**config.mk**
```make
export PLATFORM = sky130hd
export DESIGN_NAME = operand_fwd_ctrl
export DESIGN_NICKNAME = d
export VERILOG_FILES = /design/src/rtl/operand_fwd_ctrl.sv
export SDC_FILE = /design/constraint.sdc
export NUM_CORES = 1
export LEC_CHECK = 0
export ABC_AREA = 1
export CAP_MARGIN = 0
export CORE_AREA = 2 2 85 87
export CTS_BUF_LIST = sky130_fd_sc_hd__clkbuf_8
export CTS_CLUSTER_DIAMETER = 60
export DETAILED_ROUTE_END_ITERATION = 8
export DIE_AREA = 0 0 87 89
export DONT_BUFFER_PORTS = 1
export GPL_TIMING_DRIVEN = 0
export SYNTH_ARGS = -nofsm -noshare
export SYNTH_HDL_FRONTEND = slang
export SYNTH_SLANG_ARGS = --single-unit
export TNS_END_PERCENT = 5
```
**constraint.sdc**
```tcl
create_clock -name clk -period 2 [get_ports clk]
set_input_delay 0.3 -clock clk [delete_from_list [all_inputs] [get_ports clk]]
set_output_delay 0.3 -clock clk [all_outputs]
set_load 0.005 [all_outputs]
```
**src/rtl/operand_fwd_ctrl.sv**
```systemverilog
`default_nettype none
// ============================================================================
// Module      : operand_fwd_ctrl
// Description : Hazard and forwarding controller for a 4-stage RV64 integer
//               pipeline (ID -> EX -> MEM -> WB). It keeps a small record of
//               the destination register of each in-flight instruction, then
//               drives the registered 2-bit selects of the EX-stage operand
//               muxes. It also detects load-use hazards, stalls ID while
//               sending a bubble into EX, and counts stall cycles.
// Revision    : 1.0 - initial release
// ----------------------------------------------------------------------------
// Ports:
//   clk              in   pipeline clock, rising edge
//   rst              in   asynchronous active-high reset
//   pipe_en_i        in   global advance; 0 freezes all state
//   flush_i          in   kill the instructions in ID and EX
//   id_valid_i       in   ID holds a real instruction
//   id_rs1_i/rs2_i   in   source register indices
//   id_rs1_used_i    in   instruction reads rs1
//   id_rs2_used_i    in   instruction reads rs2
//   id_rd_i          in   destination register index
//   id_reg_write_i   in   instruction writes rd
//   id_mem_read_i    in   instruction is a load
//   fwd_sel_a_o      out  EX operand-A select (registered)
//   fwd_sel_b_o      out  EX operand-B select (registered)
//   load_use_stall_o out  hold PC/IF/ID this cycle (combinational)
//   ex/mem/wb_valid_o out tracking-slot occupancy
//   stall_count_o    out  saturating stall-cycle counter
// Select encoding: 00 regfile, 01 MEM ALU result, 10 WB ALU result,
//                  11 WB load data.
// ============================================================================
module operand_fwd_ctrl #(
    parameter int REG_W   = 5,
    parameter int COUNT_W = 32
) (
    input  logic               clk,
    input  logic               rst,
    input  logic               pipe_en_i,
    input  logic               flush_i,
    input  logic               id_valid_i,
    input  logic [REG_W-1:0]   id_rs1_i,
    input  logic [REG_W-1:0]   id_rs2_i,
    input  logic               id_rs1_used_i,
    input  logic               id_rs2_used_i,
    input  logic [REG_W-1:0]   id_rd_i,
    input  logic               id_reg_write_i,
    input  logic               id_mem_read_i,
    output logic [1:0]         fwd_sel_a_o,
    output logic [1:0]         fwd_sel_b_o,
    output logic               load_use_stall_o,
    output logic               ex_valid_o,
    output logic               mem_valid_o,
    output logic               wb_valid_o,
    output logic [COUNT_W-1:0] stall_count_o
);

    localparam logic [1:0] SEL_RF       = 2'b00;
    localparam logic [1:0] SEL_MEM_ALU  = 2'b01;
    localparam logic [1:0] SEL_WB_ALU   = 2'b10;
    localparam logic [1:0] SEL_WB_LOAD  = 2'b11;

    localparam logic [REG_W-1:0]   REG_ZERO  = '0;
    localparam logic [COUNT_W-1:0] COUNT_MAX = '1;
    localparam logic [COUNT_W-1:0] COUNT_ONE = {{(COUNT_W-1){1'b0}}, 1'b1};

    typedef struct packed {
        logic             valid;
        logic [REG_W-1:0] rd;
        logic             reg_write;
        logic             mem_read;
    } slot_t;

    localparam slot_t SLOT_EMPTY = '0;

    // ------------------------------------------------------------------------
    // State
    // ------------------------------------------------------------------------
    slot_t              ex_q,  ex_d;
    slot_t              mem_q, mem_d;
    // Nothing downstream of WB consumes its rd, so only occupancy is kept.
    logic               wb_valid_q, wb_valid_d;
    logic [1:0]         sel_a_q, sel_a_d;
    logic [1:0]         sel_b_q, sel_b_d;
    logic [COUNT_W-1:0] count_q, count_d;

    // A source operand matches a producer slot. x0 never matches, which keeps
    // x0 readers on the register file and out of the stall logic.
    function automatic logic slot_hit(input logic used,
                                      input logic [REG_W-1:0] rs,
                                      input slot_t s);
        slot_hit = used && (rs != REG_ZERO) && s.valid && s.reg_write &&
                   (s.rd == rs);
    endfunction

    // Youngest producer wins: an EX-stage ALU producer beats anything in MEM.
    // An EX-stage load can never be forwarded from here; that case stalls and
    // the consumer re-evaluates once the load reaches MEM.
    function automatic logic [1:0] pick_sel(input logic hit_ex,
                                            input logic hit_mem,
                                            input slot_t ex_s,
                                            input slot_t mem_s);
        if (hit_ex && !ex_s.mem_read) begin
            pick_sel = SEL_MEM_ALU;
        end else if (hit_mem) begin
            pick_sel = mem_s.mem_read ? SEL_WB_LOAD : SEL_WB_ALU;
        end else begin
            pick_sel = SEL_RF;
        end
    endfunction

    // ------------------------------------------------------------------------
    // Hazard detection
    // ------------------------------------------------------------------------
    logic w_rs1_hit_ex, w_rs2_hit_ex;
    logic w_rs1_hit_mem, w_rs2_hit_mem;
    logic w_stall;
    logic w_issue;

    assign w_rs1_hit_ex  = slot_hit(id_rs1_used_i, id_rs1_i, ex_q);
    assign w_rs2_hit_ex  = slot_hit(id_rs2_used_i, id_rs2_i, ex_q);
    assign w_rs1_hit_mem = slot_hit(id_rs1_used_i, id_rs1_i, mem_q);
    assign w_rs2_hit_mem = slot_hit(id_rs2_used_i, id_rs2_i, mem_q);

    // Flush takes precedence: the killed ID instruction must not stall.
    assign w_stall = id_valid_i && !flush_i && ex_q.valid && ex_q.mem_read &&
                     ex_q.reg_write && (ex_q.rd != REG_ZERO) &&
                     (w_rs1_hit_ex || w_rs2_hit_ex);

    assign w_issue = id_valid_i && !flush_i && !w_stall;

    // ------------------------------------------------------------------------
    // Next state
    // ------------------------------------------------------------------------
    always_comb begin
        ex_d       = SLOT_EMPTY;
        mem_d      = ex_q;
        wb_valid_d = mem_q.valid;
        sel_a_d    = SEL_RF;
        sel_b_d    = SEL_RF;
        count_d    = count_q;

        if (flush_i) begin
            mem_d = SLOT_EMPTY;
        end

        if (w_issue) begin
            ex_d.valid     = 1'b1;
            ex_d.rd        = id_rd_i;
            ex_d.reg_write = id_reg_write_i;
            ex_d.mem_read  = id_mem_read_i;
            sel_a_d        = pick_sel(w_rs1_hit_ex, w_rs1_hit_mem, ex_q, mem_q);
            sel_b_d        = pick_sel(w_rs2_hit_ex, w_rs2_hit_mem, ex_q, mem_q);
        end

        if (w_stall && (count_q != COUNT_MAX)) begin
            count_d = count_q + COUNT_ONE;
        end
    end

    // ------------------------------------------------------------------------
    // State registers; pipe_en_i low freezes everything.
    // ------------------------------------------------------------------------
    always_ff @(posedge clk or posedge rst) begin
        if (rst) begin
            ex_q       <= SLOT_EMPTY;
            mem_q      <= SLOT_EMPTY;
            wb_valid_q <= 1'b0;
            sel_a_q    <= SEL_RF;
            sel_b_q    <= SEL_RF;
            count_q    <= '0;
        end else if (pipe_en_i) begin
            ex_q       <= ex_d;
            mem_q      <= mem_d;
            wb_valid_q <= wb_valid_d;
            sel_a_q    <= sel_a_d;
            sel_b_q    <= sel_b_d;
            count_q    <= count_d;
        end
    end

    // ------------------------------------------------------------------------
    // Outputs
    // ------------------------------------------------------------------------
    assign fwd_sel_a_o      = sel_a_q;
    assign fwd_sel_b_o      = sel_b_q;
    assign load_use_stall_o = w_stall;
    assign ex_valid_o       = ex_q.valid;
    assign mem_valid_o      = mem_q.valid;
    assign wb_valid_o       = wb_valid_q;
    assign stall_count_o    = count_q;

endmodule
`default_nettype wire

```
# Yosys cells after proc, flatten, opt, wreduce, memory -nomap -nowiden
# Cells that the tools add are included.
# word_totals
regBits	53
input_bits	24
out_inout_bits	40
elab_cells	59
# classes
n_addsub	1
eq_ne	5
n_mux	9
n_reduce_logical	32
# op_table
operator	n
$add A32 B1 Y32 const B	1
$ne A32 B32 Y1 const B	1
$logic_and A1 B1 Y1	24
$eq A5 B5 Y1	4
$mux W8	2
$reduce_bool A5 Y1	3
$mux W2	6
$logic_not A1 Y1	3
$reduce_and A2 Y1	1
$logic_or A1 B1 Y1	1
$mux W1	1

# Depth between registers and ports, before layout
# logic_depth
depth_word	10
depth_mapped	13

# Least setup slack after synthesis
# OpenSTA, ideal clock, no wires.
# synth_path
kind	register to register
start	register count_q[0], in the netlist stall_count_o[0]
end	register count_q[12], in the netlist stall_count_o[12]
setup_time_ns	0.117
t_arrival_ns	1.612
path_slack_ns	0.272
path_stages_with_launch	13
n_path_buf	2
synth_period_minus_slack_ns	1.728
path_cell_list	dfrtp_1 ha_1 nand2_2 nor2_4 nand2_2 nor2_4 nand3_2 nand3_1 nor2_2 buf_6 buf_6 nand2_1 nand2_1
# synth_between
elab_chain_cells	3
word_cells_on_any_way	4
cone_classes	add/sub (1); eq/ne (1); reduce/logical (2)
# synth_rtl
item	line_no	text
start: declaration	84	logic [COUNT_W-1:0] count_q, count_d;
start signal: assignment	177	count_q <= count_d;
parallel branches: the longest is 3 deep, another holds $add A32 B1 Y32	-	
# Several ways; the timed one is not identified.
# A chain may end at the register's enable or synchronous reset.

# Worst setup path in the final report
# layout_path
start	register ex_q[4] (netlist name)
end	output load_use_stall_o
# layout_between
elab_chain_cells	4
word_cells_on_any_way	8
cone_classes	eq/ne (2); reduce/logical (6)
# layout_rtl
item	line_no	text
start: declaration	78	slot_t ex_q, ex_d;
start signal: assignment	165	ex_q <= SLOT_EMPTY;
start signal: assignment	172	ex_q <= ex_d;
$eq A5 B5 Y1	92	(s.rd == rs);
$logic_and A1 B1 Y1	91	slot_hit = used && (rs != REG_ZERO) && s.valid && s.reg_write &&
$logic_or A1 B1 Y1	127	(w_rs1_hit_ex || w_rs2_hit_ex);
$logic_and A1 B1 Y1 *	126	ex_q.reg_write && (ex_q.rd != REG_ZERO) &&
end: declaration	50	output logic load_use_stall_o,
# Mark *: on every way between the ends. The rest lies on a longest branch, timed or not.

==> flow_metrics.env <==
export IMPL_hold_path_class="in2reg"
export IMPL_setup_tns_ns=0
export IMPL_synth_ff_latch_count=53
export IMPL_crit_path_start_kind="flip-flop"
export IMPL_yosysWarnings=0
export IMPL_p_sw_mw=0.472
export IMPL_path_clk_slew_ns=0.10
export IMPL_p_comb_frac=0.066
export IMPL_fin_crit_sh=0.955
export IMPL_timing_fmax_ghz=0.523
export IMPL_p_per_area_nw_per_um2=549
export IMPL_swShare=0.235
export IMPL_synth_simple_area_share=0.402
export IMPL_p_seq_frac=0.551
export IMPL_cts_buffers=5
export IMPL_grt_max_degree=42
export IMPL_leakage_nw=1.76
export IMPL_boundaryPins=64
export IMPL_yosysTopAreaCellShare=0.403
export IMPL_wl_per_cell_um=15.3
export IMPL_muxShareOfSynthArea=0
export IMPL_synth_main_ff_cell="dfrtp_1"
export IMPL_grt_pass1_vias=3004
export IMPL_finalHoldViolCount=0
export IMPL_hold_path_startpoint="pipe_en_i"
export IMPL_worstRegToRegCells=12
export IMPL_clock_latency_ns=0.31
export IMPL_rsz0062_at_grt="yes"
export IMPL_root_buffer="clkbuf_8"
export IMPL_crit_type="reg2out"
export IMPL_ys_seq_area_frac=0.403
export IMPL_finalMaxSlewViolations=0
export IMPL_ir_drop_v=0.000270
export IMPL_core_um2=6720
export IMPL_grt_pass1_wl_um=14400
export IMPL_clock_tree_htree_level_count=2
export IMPL_whs_ns=0.0878
export IMPL_status="complete, no violations"
export IMPL_cts_sinks=53
export IMPL_p_int_mw=1.54
export IMPL_placed_cells=555
export IMPL_rows=30
export IMPL_final_cells=572
export IMPL_nets=516
export IMPL_die_area_um2=7740
export IMPL_power_frac_clock=0.384
export IMPL_cp_required_ns=1.70
export IMPL_syn_inst=474
export IMPL_cts_tree="built"
export IMPL_synth_xor_area_frac=0.0879
export IMPL_dpl_hpwl_um=6700
export IMPL_grt_usage=0.240
export IMPL_yosys_area_top_type="dfrtp_1"
export IMPL_final_common_cell="nand2_1"
export IMPL_postRouteAntennaNets=0
export IMPL_vias=3023
export IMPL_crit_fanout=4
export IMPL_first_pass_iters=4
export IMPL_initial_core_util=0.490
export IMPL_overflow=0
export IMPL_p_total_mw=2.01
export IMPL_clk_path_buf_depth=2
export IMPL_drt_iter0_markers=101
export IMPL_slew_headroom=0.474
export IMPL_die_w_um=87
export IMPL_worst_slew_pin_transition_ns=0.786
export IMPL_maxCapViolations=0
export IMPL_cp_arrival_ns=1.61
export IMPL_hold_depth=1
export IMPL_r2r_start="stall_count_o[0]"
export IMPL_vias_per_cell=5.28
export IMPL_synth_fp_nets=499
export IMPL_antennaDiodeCount=0
export IMPL_drt_total_wl_um=8770
export IMPL_drc_errors=0
export IMPL_synth_top_family_by_area="simple AND/OR/NAND/NOR gates"
export IMPL_die_h_um=89
export IMPL_synthAdderAreaFrac=0.00380
export IMPL_dpl_worst_slack_ns=-0.0385
export IMPL_cp_end_kind="primary output"
export IMPL_setup_ws_ns=0.0895
export IMPL_setup_violations=0
export IMPL_area_growth_syn_to_layout_pct=11.3
export IMPL_syn_cell_area_um2=3290
export IMPL_period_needed_ns=1.91
export IMPL_skew_ns=0.00649
export IMPL_gp_congestion=0.893
export IMPL_grt_antenna_before_repair=0
export IMPL_synth_edf_count=0
export IMPL_startpoint="ex_q[4]"
export IMPL_final_cell_mix="192 x nand2_1, 50 x dfrtp_1, 42 x nor2_1, 36 x inv_1, 35 x nand3_1"
export IMPL_synth_async_sr_flop_share=1.00
export IMPL_drive_above_1_share=0.0996
export IMPL_synth_cell_type_count=25
export IMPL_ys_top_cells_by_area="dfrtp_1 40%, nand2_1 22%, nand3_1 5.3%, nor2_1 5.0%, xor2_1 4.8%"
export IMPL_port_buffers=0
export IMPL_synth_compound_area_frac=0.0396
export IMPL_syn_area_per_cell_um2=6.94
-- area by class of cell --
cell class	instances	area, µm²
Buffer	9	83.8
Clock buffer	6	82.6
Timing Repair Buffer	10	90.1
Fill cell	676	3060
Inverter	41	154
Sequential cell	53	1330
Tap cell	80	100
Multi-Input combinational cell	371	1780
Clock inverter	2	37.5
-- registers in the layout, summed over array words and instances (netlist names) --
| name | cells |
|---|---|
| mem_q | 7 |
| mem_valid_o | 1 |
| ex_q | 7 |
| wb_valid_o | 1 |
| ex_valid_o | 1 |
| stall_count_o | 32 |
| fwd_sel_b_o | 2 |
| fwd_sel_a_o | 2 |
-- layer usage --
layer / GRT usage / vias up / routed length (µm)
li1: - / 1521 / -
met3: 0.0499 / 20 / 462
met2: 0.419 / 81 / 4340
met5: 0 / - / 0
met1: 0.284 / 1401 / 3700
met4: 0.114 / 0 / 268
-- worst max-delay path: stages, from the launching register on --
cell and delay, ns:
dfrtp_1 0.42, inv_2 0.07, nand2_1 0.06, nand2_1 0.06, nor3_2 0.24, nand3_1 0.13, nand2_2 0.09, nand2_2 0.06
buf_6 0.13, inv_2 0.04
-- cell families after synthesis --
logic type,count (synthesis)
simple gates,312
flops,53
buf+inv,50
xor+xnor,33
compound gates,25
fa+ha+maj,1
-- synthesized netlist by cell type, types with 2 or more instances --
cell type / n
clkbuf_1: 2
a21oi_1: 4
o22ai_1: 4
nand2_2: 3
inv_2: 3
nand3_1: 35
o21ai_0: 17
nand4_1: 13
xor2_1: 18
inv_1: 38
dfrtp_1: 53
nand3b_1: 2
xnor2_1: 15
nor2_1: 44
nor2_4: 3
nand2_1: 194
nor2_2: 2
buf_6: 2
buf_2: 5
nor3_1: 12
-- final timing paths --
| check | to | slack [ns] |
|---|---|---|
| max reg2reg | stall_count_o[8] | 0.15 |
| min in group asynchronous | ex_q[3] | 0.39 |
| min reg2reg | mem_q[1] | 0.50 |
| min | mem_valid_o | 0.09 |
| max | load_use_stall_o | 0.09 |
| max in group asynchronous | stall_count_o[0] | 1.09 |
-- power by group through the flow --
stage	Combinational, mW	Clock, mW	Sequential (mW)
after floorplan	0.0932	0	1.12
after global placement	0.123	0	1.13
after detailed placement	0.130	0	1.13
after CTS	0.133	0.797	1.11
after global routing	0.151	0.842	1.11
final	0.132	0.772	1.11
-- through the flow --
stage,util,instance area (µm²)
CTS,0.531,3570
global placement,0.504,3390
detailed placement,0.507,3410
finish,0.545,3660
floorplan,-,3290
global route,0.545,3660
-- repair_timing --
| item | in CTS | in global routing |
|---|---|---|
| hold buffers | 1 | 0 |
| pin swaps | 3 | 6 |
| setup endpoints to repair | 31 | 31 |
| endpoints found under the hold margin | 12 | 0 |
| resized for setup | 8 | 13 |
| setup buffers | 1 | 7 |
No activity file was read; power rests on OpenSTA's default activity.
